## src/rtl/note_chart_player.sv

```systemverilog
`default_nettype none
// ============================================================================
// Module   : note_chart_player
// Purpose  : Plays a writable beat chart into five falling-note lanes, one
//            scroll step per frame tick. Define CHART_LOOP_EN to loop the chart.
// Revision : 1.0 - initial release
// ============================================================================
module note_chart_player #(
  parameter int CHART_DEPTH = 64,
  parameter int START_Y     = 0,
  parameter int END_Y       = 479,
  parameter int SPEED       = 2,
  parameter int BEAT_FRAMES = 15
) (
  input  logic       Clk,
  input  logic       Reset_n,
  input  logic       frame_clk,
  input  logic       start,
  input  logic       stop,
  input  logic       pause,
  input  logic       chart_wr_en,
  input  logic [5:0] chart_wr_addr,
  input  logic [5:0] chart_wr_data,
  output logic [9:0] green_y_pos,
  output logic [9:0] red_y_pos,
  output logic [9:0] yellow_y_pos,
  output logic [9:0] blue_y_pos,
  output logic [9:0] orange_y_pos,
  output logic       playing,
  output logic       song_done,
  output logic [5:0] row_idx,
  output logic [7:0] collisions
);

  localparam int         c_beat_w     = (BEAT_FRAMES > 1) ? $clog2(BEAT_FRAMES) : 1;
  localparam logic [9:0] c_inactive_y = 10'h3FF;
  localparam logic [5:0] c_last_row   = 6'(CHART_DEPTH - 1);
`ifdef CHART_LOOP_EN
  localparam bit         c_loop_en    = 1'b1;
`else
  localparam bit         c_loop_en    = 1'b0;
`endif

  typedef enum logic [1:0] {
    S_IDLE  = 2'd0,
    S_PLAY  = 2'd1,
    S_DRAIN = 2'd2,
    S_DONE  = 2'd3
  } state_t;

  state_t                r_state;
  state_t                w_next_state;
  logic                  r_frame_d;
  logic [5:0]            r_chart [CHART_DEPTH];
  logic [5:0]            r_row_data;
  logic [5:0]            r_row_idx;
  logic [c_beat_w-1:0]   r_beat_cnt;
  logic [7:0]            r_coll;
  logic [4:0]            r_act;
  logic [9:0]            r_y [5];
  logic                  r_playing;
  logic                  r_song_done;

  logic                  w_idle_like;
  logic                  w_tick;
  logic                  w_beat;
  logic                  w_end;
  logic [4:0]            w_adv_act;
  logic [4:0]            w_spawn;
  logic [4:0]            w_drop;
  logic [4:0]            w_next_act;
  logic [9:0]            w_next_y [5];
  logic [2:0]            w_drop_cnt;
  logic [8:0]            w_coll_sum;
  logic [7:0]            w_coll_next;
  logic [5:0]            w_row_next;

  assign w_idle_like = (r_state == S_IDLE) || (r_state == S_DONE);
  assign w_tick      = frame_clk && !r_frame_d && !pause &&
                       ((r_state == S_PLAY) || (r_state == S_DRAIN));
  assign w_beat      = w_tick && (r_state == S_PLAY) &&
                       (r_beat_cnt == c_beat_w'(BEAT_FRAMES - 1));
  assign w_end       = w_beat && (r_row_data[5] || (r_row_idx == c_last_row));
  assign w_row_next  = (w_end && c_loop_en) ? 6'd0 : (r_row_idx + 6'd1);

  // Spawns and drops are decided against lane activity after this tick's advance.
  for (genvar gi = 0; gi < 5; gi++) begin : g_lane
    logic [10:0] w_sum;
    assign w_sum          = {1'b0, r_y[gi]} + 11'(SPEED);
    assign w_adv_act[gi]  = r_act[gi] && (w_sum <= 11'(END_Y));
    assign w_spawn[gi]    = w_beat && r_row_data[gi] && !w_adv_act[gi];
    assign w_drop[gi]     = w_beat && r_row_data[gi] &&  w_adv_act[gi];
    assign w_next_act[gi] = w_spawn[gi] || w_adv_act[gi];
    assign w_next_y[gi]   = w_spawn[gi]   ? 10'(START_Y) :
                            w_adv_act[gi] ? w_sum[9:0]   : c_inactive_y;
  end

  always_comb begin
    w_drop_cnt = 3'd0;
    for (int i = 0; i < 5; i++) begin
      w_drop_cnt = w_drop_cnt + 3'(w_drop[i]);
    end
  end

  assign w_coll_sum  = {1'b0, r_coll} + {6'd0, w_drop_cnt};
  assign w_coll_next = w_coll_sum[8] ? 8'hFF : w_coll_sum[7:0];

  always_comb begin
    w_next_state = r_state;
    if (stop) begin
      w_next_state = S_IDLE;
    end else begin
      case (r_state)
        S_IDLE, S_DONE: if (start) w_next_state = S_PLAY;
        S_PLAY:         if (w_end && !c_loop_en) w_next_state = S_DRAIN;
        S_DRAIN:        if (r_act == 5'd0) w_next_state = S_DONE;
        default:        w_next_state = S_IDLE;
      endcase
    end
  end

  // Chart RAM: synchronous read, continuously addressed by the row pointer.
  always_ff @(posedge Clk) begin
    if (chart_wr_en && w_idle_like) begin
      r_chart[chart_wr_addr] <= chart_wr_data;
    end
    r_row_data <= r_chart[r_row_idx];
  end

  always_ff @(posedge Clk or negedge Reset_n) begin
    if (!Reset_n) begin
      r_state     <= S_IDLE;
      r_frame_d   <= 1'b0;
      r_row_idx   <= 6'd0;
      r_beat_cnt  <= '0;
      r_coll      <= 8'd0;
      r_act       <= 5'd0;
      r_playing   <= 1'b0;
      r_song_done <= 1'b0;
      for (int i = 0; i < 5; i++) begin
        r_y[i] <= c_inactive_y;
      end
    end else begin
      r_frame_d   <= frame_clk;
      r_state     <= w_next_state;
      r_playing   <= (w_next_state == S_PLAY) || (w_next_state == S_DRAIN);
      r_song_done <= (w_next_state == S_DONE);
      if (stop) begin
        r_row_idx  <= 6'd0;
        r_beat_cnt <= '0;
        r_act      <= 5'd0;
        for (int i = 0; i < 5; i++) begin
          r_y[i] <= c_inactive_y;
        end
      end else if (w_idle_like && start) begin
        r_row_idx  <= 6'd0;
        r_beat_cnt <= '0;
        r_coll     <= 8'd0;
      end else if (w_tick) begin
        r_act <= w_next_act;
        for (int i = 0; i < 5; i++) begin
          r_y[i] <= w_next_y[i];
        end
        if (r_state == S_PLAY) begin
          if (w_beat) begin
            r_beat_cnt <= '0;
            r_coll     <= w_coll_next;
            r_row_idx  <= w_row_next;
          end else begin
            r_beat_cnt <= r_beat_cnt + c_beat_w'(1);
          end
        end
      end
    end
  end

  assign green_y_pos  = r_y[0];
  assign red_y_pos    = r_y[1];
  assign yellow_y_pos = r_y[2];
  assign blue_y_pos   = r_y[3];
  assign orange_y_pos = r_y[4];
  assign playing      = r_playing;
  assign song_done    = r_song_done;
  assign row_idx      = r_row_idx;
  assign collisions   = r_coll;

endmodule
`default_nettype wire

```

## config.mk

```make
export PLATFORM = sky130hd
export DESIGN_NAME = note_chart_player
export DESIGN_NICKNAME = d
export VERILOG_FILES = /design/src/rtl/note_chart_player.sv
export SDC_FILE = /design/constraint.sdc
export NUM_CORES = 1
export LEC_CHECK = 0
export BUFFER_PORTS_ARGS = -buffer_cell sky130_fd_sc_hd__buf_4
export CAP_MARGIN = 20
export CORE_UTILIZATION = 40
export CTS_CLUSTER_DIAMETER = 60
export CTS_CLUSTER_SIZE = 20
export DETAILED_ROUTE_END_ITERATION = 12
export HOLD_SLACK_MARGIN = 0.12
export SYNTH_ARGS = -nofsm -noshare
export SYNTH_HDL_FRONTEND = slang
export SYNTH_SLANG_ARGS = --single-unit
```

## constraint.sdc

```tcl
create_clock -name Clk -period 4.3 [get_ports Clk]
set_input_delay 0.645 -clock Clk [delete_from_list [all_inputs] [get_ports Clk]]
set_output_delay 0.645 -clock Clk [all_outputs]
set_load 0.05 [all_outputs]
```

==> results of run 1 <==
-- power by group --
part	switching, mW	internal (mW)	total, mW
clock network	1.65	1.70	3.35
registers	0.0183	4.93	4.95
logic	0.205	0.0671	0.272
total	1.87	6.70	8.57
-- cell type report --
class	count	share of cell area, %
sequential	468	59.2
timing repair buffer	118	3.99
tap	672	3.64
inverter	19	0.308
multi-input combinational	763	28.0
clock buffer	40	4.10
clock inverter	17	0.801
-- kinds of logic after synthesis --
kind of cell               Yosys count  share of synthesized area (%)
buffers and inverters               98                           2.00
AOI/OAI and AO/OA                  245                           8.20
muxes                              131                           12.3
xor gates and xnor gates            15                          0.643
adders and majority gates           23                           1.52
and+or+nand+nor                    349                           8.41
DFF                                468                           66.9
-- cell usage after synthesis (19+ instances only) --
cell type	count	area share, %
sky130_fd_sc_hd__dfrtp_1	28	3.4
sky130_fd_sc_hd__o221ai_1	19	0.81
sky130_fd_sc_hd__nand3_1	38	0.93
sky130_fd_sc_hd__ha_1	20	1.2
sky130_fd_sc_hd__nor2_1	115	2.1
sky130_fd_sc_hd__mux4_2	96	11
sky130_fd_sc_hd__mux2i_1	33	1.6
sky130_fd_sc_hd__a21oi_1	52	1.3
sky130_fd_sc_hd__o21ai_1	24	0.59
sky130_fd_sc_hd__nor3_1	24	0.59
sky130_fd_sc_hd__edfxtp_1	384	56
sky130_fd_sc_hd__dfstp_2	50	6.4
sky130_fd_sc_hd__nand2_1	76	1.4
sky130_fd_sc_hd__o21ai_0	35	0.86
sky130_fd_sc_hd__buf_2	23	0.56
sky130_fd_sc_hd__clkbuf_1	48	0.88
-- flip-flops by register name (all words and copies together) (netlist names) --
| signal | flops |
|---|---|
| blue_y_pos | 10 |
| collisions | 8 |
| green_y_pos | 10 |
| orange_y_pos | 10 |
| playing | 1 |
| r_act | 5 |
| r_beat_cnt | 4 |
| r_chart | 384 |
| r_frame_d | 1 |
| r_row_data | 6 |
| r_state | 2 |
| red_y_pos | 10 |
| row_idx | 6 |
| song_done | 1 |
| yellow_y_pos | 10 |
-- through the flow --
stage	TNS (ns)	setup WS (ns)	power (mW)	cells	hold WS (ns)
3_5_place_dp	-1.09	-0.190	5.32	2033	0.473
5_1_grt	-0.00914	-0.00914	8.84	2097	0.237
6_report	0	0.166	8.57	2097	0.202
4_1_cts	0	0.0334	8.64	2094	0.225
3_3_place_gp	-0.301	-0.0873	5.32	2033	0.472
2_1_floorplan	0	0.0106	5.18	1329	0.349
-- worst paths after layout --
| path | depth (start not counted) | startpoint | end | slack (ns) |
|---|---|---|---|---|
| min | 1 | Reset_n | r_act[2]$_DFFE_PN0P_ | 0.20 |
| max | 16 | yellow_y_pos[1]$_DFFE_PN1P_ | collisions[3]$_DFFE_PN0P_ | 0.17 |
| min in group Clk | 1 | frame_clk | r_frame_d$_DFF_PN0_ | 0.27 |
| max in group asynchronous | 2 | Reset_n | red_y_pos[9]$_DFFE_PN1P_ | 3.25 |
| max reg2reg | 16 | yellow_y_pos[1]$_DFFE_PN1P_ | collisions[3]$_DFFE_PN0P_ | 0.17 |
| min reg2reg | 2 | orange_y_pos[9]$_DFFE_PN1P_ | orange_y_pos[9]$_DFFE_PN1P_ | 0.48 |
-- per-layer routing --
metal | vias to the layer above | GRT usage, % | wire (um)
met4 | 0 | 4.34 | 982
met1 | 6158 | 26.1 | 20900
met2 | 366 | 29.0 | 22400
met3 | 65 | 3.04 | 2880
met5 | - | 0 | 0
li1 | 5420 | - | -
-- repair_timing --
action | CTS | global route
pin swaps | 9 | 6
setup endpoints to repair | 7 | 7
gates resized for setup | 6 | 11
setup buffers | 4 | 3
hold buffers | 0 | 0
==> run summary, run 1 <==
The wire length of the first global-routing pass is 73,100 um. The standard cell core area came out at 50,300 um2. Input and output buffers added on the ports amount to 84.

The area of placed instances came out at 21,900 um2. The data arrival time of the critical path is 4.55 ns. The finished layout cell area is 23,100 um2. The post-route clock skew is 0.0169 ns.

The relative area change from synthesis to final layout is 13.2%. The async set or reset register ratio after synthesis is 16.7%. The transition at the pin with the smallest max-transition slack came out at 0.999 ns.

Once detailed placement completed, the half-perimeter wirelength came to 29,600 um. In the final layout, the share of cells above drive strength 1 is 25.3%. Counting flops with a built-in enable in the synthesized netlist gives 384. The number of buffers and inverters on the critical path is 1.

Cells fill 46.0% of the core in the end. After synthesis, flip-flops and latches occupy 66.9% of the total area. The final critical path time including I/O delays and setup came out at 4.13 ns. The clock latency of the later-clocked register in the worst-skew pair came out at 0.54 ns. The number of standard-cell rows in the floorplan came out at 82. The number of nets handed over by synthesis was 1,371. The cell area power density came out at 371 nW/um2.

The clock slew at the register clock pins of the worst setup and hold paths is 0.08 ns. Entering global routing, the biggest net connects 65 pins. The worst setup path is captured at a flip-flop.

The critical path in this run is classified as flip-flop to flip-flop. The overall track demand over capacity in global routing came out at 18.2%. The number of buffers on the longest clock path came out at 3. The final wirelength is 47,200 um. The via count of the first global-routing pass came to 11,900.

The number of instances in the synthesized netlist came out at 1,329. The final weighted congestion of routability-driven global placement is 0.862. The count of unresolved DRC violations after routing came out at 0.

The area occupied by multi-input gates came out at 6470 um2. The total CTS buffers is 35. The die width is 228 um.

The initial utilization of the core area, before any placement, comes to 40.6%. After detailed routing, the number of vias per cell comes to 5.73. The total count of hold-check failures in the final report came out at 0. Dividing the detail-routed wire length by the instance count gives 22.5 um. The length of the first detailed-routing pass in iterations came out at 5. The count of different cell masters after synthesis came out at 85. The count of boundary I/O pins came out at 85. At the worst endpoint, the required time is 4.71 ns. The number of flip-flops and latches in the synthesized netlist came out at 468. Registers take 13,700 um2.

The number of nets in the layout is 1,447. In this run the worst hold path is classified as input port to asynchronous set/reset pin. The achievable clock frequency came out at 0.242 GHz.

0 antenna diodes ended up in the layout. Walking the worst path, the cells encountered are buf_4 -> nand3_2 -> and2_1 -> o2111a_1 -> o32ai_2 -> nand2_2 -> nor2_4 -> fa_1 -> fa_1 -> ha_2 -> fa_2 -> and2_4 -> o21a_4 -> nand3_2 -> o21ai_2 -> a22o_1. TritonCTS built the clock tree. The tree is rooted in a sky130_fd_sc_hd__clkbuf_16. The most used flip-flop cell after synthesis is sky130_fd_sc_hd__edfxtp_1.

Across the run, the number of max-cap violations was 0. The H-tree was split into 2 levels. For this run, the number of Yosys warnings is 0. The average instance area after synthesis came out at 15.4 um2.

The worst slew margin relative to its limit is 33.4%. The synthesized cell area came out at 20,400 um2. The reported leakage power is 7.58 nW. The library cells used most frequently in the layout, excluding fill and tap cells, are 384 x sky130_fd_sc_hd__edfxtp_1, 115 x sky130_fd_sc_hd__buf_4, 113 x sky130_fd_sc_hd__nor2_1, 96 x sky130_fd_sc_hd__mux4_2, 75 x sky130_fd_sc_hd__nand2_1. Of all nets on the critical path, the largest fanout is 5. STA classifies the critical path startpoint as a flip-flop. The clock drives 468 sinks.

The total overflow reported by the global router came out at 0. The fill cell total of the finished layout is 4,425. The remaining number of nets flagged by the antenna check after routing came out at 0. The total of endpoints with negative setup slack in the final report is 0. For this design, the slowest cell found on the critical path is sky130_fd_sc_hd__dfstp_4. The die is 228 um tall. The flow ran to the end, and the final reports show no timing, DRC or antenna violations. The family of cells with the greatest summed delay on the critical path is adder cells. The die area came out at 52,000 um2. The biggest cell delay along the critical path came out at 0.64 ns. The share of the clock period used by the worst path is 96.1%. The number of antenna violations at the first check in global routing came out at 0. Leaving out fill and tap cells, the most frequent cell in the layout is sky130_fd_sc_hd__edfxtp_1. The total via count after detailed routing came out at 12,000. The number of pins with negative max-slew slack in the final report is 0. The maximum VDD drop came out at 0.475 mV. The initial DRC count came out at 1,088.
No activity file was read; power rests on OpenSTA's default activity.
==> inputs of run 2 (changes only) <==
--- a/config.mk
+++ b/config.mk
@@ -12,6 +12,7 @@
 export CTS_CLUSTER_SIZE = 20
 export DETAILED_ROUTE_END_ITERATION = 12
 export HOLD_SLACK_MARGIN = 0.12
+export MAX_ROUTING_LAYER = met4
 export SYNTH_ARGS = -nofsm -noshare
 export SYNTH_HDL_FRONTEND = slang
 export SYNTH_SLANG_ARGS = --single-unit
==> run 2 against run 1 <==
Global-route usage increased by 0.57 points. Sequential power about the same. Clock-buffer cell count unchanged. Power about the same. Core utilization about the same.
==> run summary, run 2 (same netlist as run 1, synthesis figures left out) <==
The setup TNS is 0 ns (unchanged). The count of boundary I/O pins is 85 (unchanged). The antenna diode instance count came out at 0 (unchanged). The TritonCTS clock tree is yes (unchanged). The achievable clock frequency is 0.240 GHz (was 0.242 GHz). The total count of hold-check failures in the final report came out at 0 (unchanged). The root buffer selected by CTS is sky130_fd_sc_hd__clkbuf_16 (unchanged). The number of antenna violations at the first check in global routing is 0 (unchanged). The y dimension of the die came out at 228 um (unchanged).

The relative area change from synthesis to final layout came out at 13.2% (about the same). The placed wire-length estimate after detailed placement is 29,600 um (unchanged). Setup repair after global routing could not meet its margin everywhere. The transition at the pin with the smallest max-transition slack is 1.01 ns (was 0.999 ns). The number of maximum-capacitance constraint violations is 0 (unchanged). The initial DRC count is 1,159 (was 1,088). The number of sinks handled by clock tree synthesis was 468 (unchanged). The post-route clock skew is 0.0194 ns (was 0.0169 ns). The family of cells with the greatest summed delay on the critical path is adder cells (unchanged).

The via count of the first global-routing pass came out at 11,900 (about the same). The largest fanout of any net on the critical path is 5 (unchanged). Highest-count cells in the layout ignoring fill and taps: 384 x sky130_fd_sc_hd__edfxtp_1, 114 x sky130_fd_sc_hd__buf_4, 113 x sky130_fd_sc_hd__nor2_1, 96 x sky130_fd_sc_hd__mux4_2, 75 x sky130_fd_sc_hd__nand2_1 (was 384 x sky130_fd_sc_hd__edfxtp_1, 115 x sky130_fd_sc_hd__buf_4, 113 x sky130_fd_sc_hd__nor2_1, 96 x sky130_fd_sc_hd__mux4_2, 75 x sky130_fd_sc_hd__nand2_1). The total CTS buffers is 35 (unchanged). The path class of the lowest-slack min-delay path is input port to asynchronous set/reset pin (unchanged). Counting stages on the worst path, the most repeated cell is sky130_fd_sc_hd__fa_1. The total of endpoints with negative setup slack in the final report came out at 0 (unchanged). The number of H-tree levels came out at 2 (unchanged). The worst hold margin came out at 0.202 ns (about the same). The worst slack at placement came out at -0.190 ns (unchanged). The overall track demand over capacity in global routing came to 18.8% (was 18.2%). The kind of critical path was flip-flop to flip-flop (unchanged).

The initial standard-cell utilization of the core is 40.6% (unchanged). The number of pins with negative max-slew slack in the final report came out at 0 (unchanged). The beginning of the worst register-to-register path is yellow_y_pos[1]$_DFFE_PN1P_ (unchanged). The worst-case register-to-register setup slack is 0.14 ns (was 0.17 ns). The reported leakage power came out at 7.57 nW (was 7.58 nW). The most frequent standard cell in the layout excluding fill and tap cells is sky130_fd_sc_hd__edfxtp_1 (unchanged). The register ranked first by flip-flop count is r_chart (unchanged). The standard cell core area is 50,300 um2 (unchanged). The final weighted congestion of routability-driven global placement came out at 0.876 (was 0.862). The biggest cell delay along the critical path came out at 0.64 ns (about the same). The maximum VDD drop is 0.475 mV (about the same). The fill cell total of the finished layout came out at 4,428 (was 4,425). The port buffer count came out at 84 (unchanged). The number of standard-cell rows in the floorplan was 82 (unchanged). The maximum number of pins on one net before global-route repair is 65 (unchanged). The die area is 52,000 um2 (unchanged).

The final critical path time including I/O delays and setup was 4.16 ns (was 4.13 ns). The clock latency of the later-clocked register in the worst-skew pair came out at 0.54 ns (about the same). The total overflow reported by the global router is 0 (unchanged).

The total via count after detailed routing is 12,000 (about the same). The number of nets in the layout came out at 1,446 (was 1,447). The worst slew margin relative to its limit is 32.8% (was 33.4%).

The category of the worst setup path capture point was a flip-flop (unchanged). The clock slew at the register clock pins of the worst setup and hold paths is 0.08 ns (about the same). Status: finished, final reports clean (unchanged). The number of buffers on the longest clock path came out at 3 (unchanged). The post-layout total power came out at 8.57 mW (about the same).

The final wirelength came out at 47,300 um (was 47,200 um). The required arrival time at the worst endpoint came to 4.72 ns (was 4.71 ns). The count of unresolved DRC violations after routing is 0 (unchanged).

Cells traversed along the worst timing path: inv_2 -> ha_4 -> o211ai_1 -> nor4_2 -> o32ai_2 -> nand2_2 -> nor2_4 -> fa_1 -> fa_1 -> ha_2 -> fa_2 -> and2_4 -> o21a_4 -> nand3_2 -> o21ai_2 -> a22o_1 (was buf_4 -> nand3_2 -> and2_1 -> o2111a_1 -> o32ai_2 -> nand2_2 -> nor2_4 -> fa_1 -> fa_1 -> ha_2 -> fa_2 -> and2_4 -> o21a_4 -> nand3_2 -> o21ai_2 -> a22o_1). The length of the first detailed-routing pass in iterations is 5 (unchanged). The finished layout cell area came out at 23,100 um2 (about the same). The cell area power density came out at 371 nW/um2 (about the same). The flip-flop count of the largest register, all copies and words added is 384 (unchanged). The beginning of the critical path is yellow_y_pos[1]$_DFFE_PN1P_ (unchanged). The routed via count divided by cell count was 5.72 (was 5.73). The mean routed wirelength per cell is 22.5 um (about the same). The die width is 228 um (unchanged). The critical path depth in cells is 16 (unchanged). The critical path buffer and inverter count was 1 (unchanged). The final critical-path setup slack was 0.136 ns (was 0.166 ns).

The type of element launching the critical path is a flip-flop (unchanged). The area of placed instances is 21,900 um2 (unchanged). The wire length of the first global-routing pass is 73,200 um (was 73,100 um). The remaining number of nets flagged by the antenna check after routing was 0 (unchanged). The quantity of hold-fixing buffers added after cts came out at 0 (unchanged). The share of post-route cells with drive strength above 1 came out at 25.1% (was 25.3%). The cell type of the slowest stage on the worst timing path is sky130_fd_sc_hd__dfstp_4 (unchanged). The share of the clock period used by the worst path came to 96.8% (was 96.1%). The logic depth of the worst register-to-register path came out at 16 (unchanged). The data arrival time of the critical path is 4.58 ns (was 4.55 ns).
## run 2: cell count changes in the layout (fill, tap and decap cells not counted), sizes merged
cell  before  now
buf      118  117
## run 2: what timing repair did
action,4_1_cts,5_1_grt
hold endpoints to repair,0,0
gates resized for setup,6,10
pin swaps,9,6
setup endpoints to repair,7,7
setup buffers,4,2
## run 2: stage by stage
step | instances | util (%)
finish | 2096 | 46.0
floorplan | 1329 | -
detailed placement | 2033 | 43.5
global placement | 2033 | 43.5
global route | 2096 | 46.0
CTS | 2094 | 45.9
## run 2: path summary, 6_finish.rpt
kind,to
max in group asynchronous,red_y_pos[9]$_DFFE_PN1P_
min in group Clk,r_frame_d$_DFF_PN0_
worst min register to register,orange_y_pos[9]$_DFFE_PN1P_
worst min-delay path,r_act[2]$_DFFE_PN0P_
worst max-delay path,collisions[3]$_DFFE_PN0P_
worst max register to register,collisions[3]$_DFFE_PN0P_
## run 2: cell type report
class	instances	area (um2)	area share (%)
Inverter	19	71.3	0.309
Clock inverter	17	185	0.801
Tap cell	672	841	3.64
Sequential cell	468	13700	59.2
Timing Repair Buffer	117	916	3.96
Multi-Input combinational cell	763	6460	28.0
Clock buffer	40	947	4.10
## run 2: metal layers
layer	global-route usage [%]	up-vias	part of all wire [%]
met5	-	-	0
met4	4.34	0	2.1
met3	2.91	71	5.2
li1	-	5422	-
met2	29.0	331	47
met1	26.2	6169	46
## run 2: power by group
group	internal [mW]	leakage (nW)	switching, mW
clock	1.70	0.558	1.65
sequential	4.93	4.41	0.0184
combinational	0.0671	2.60	0.204
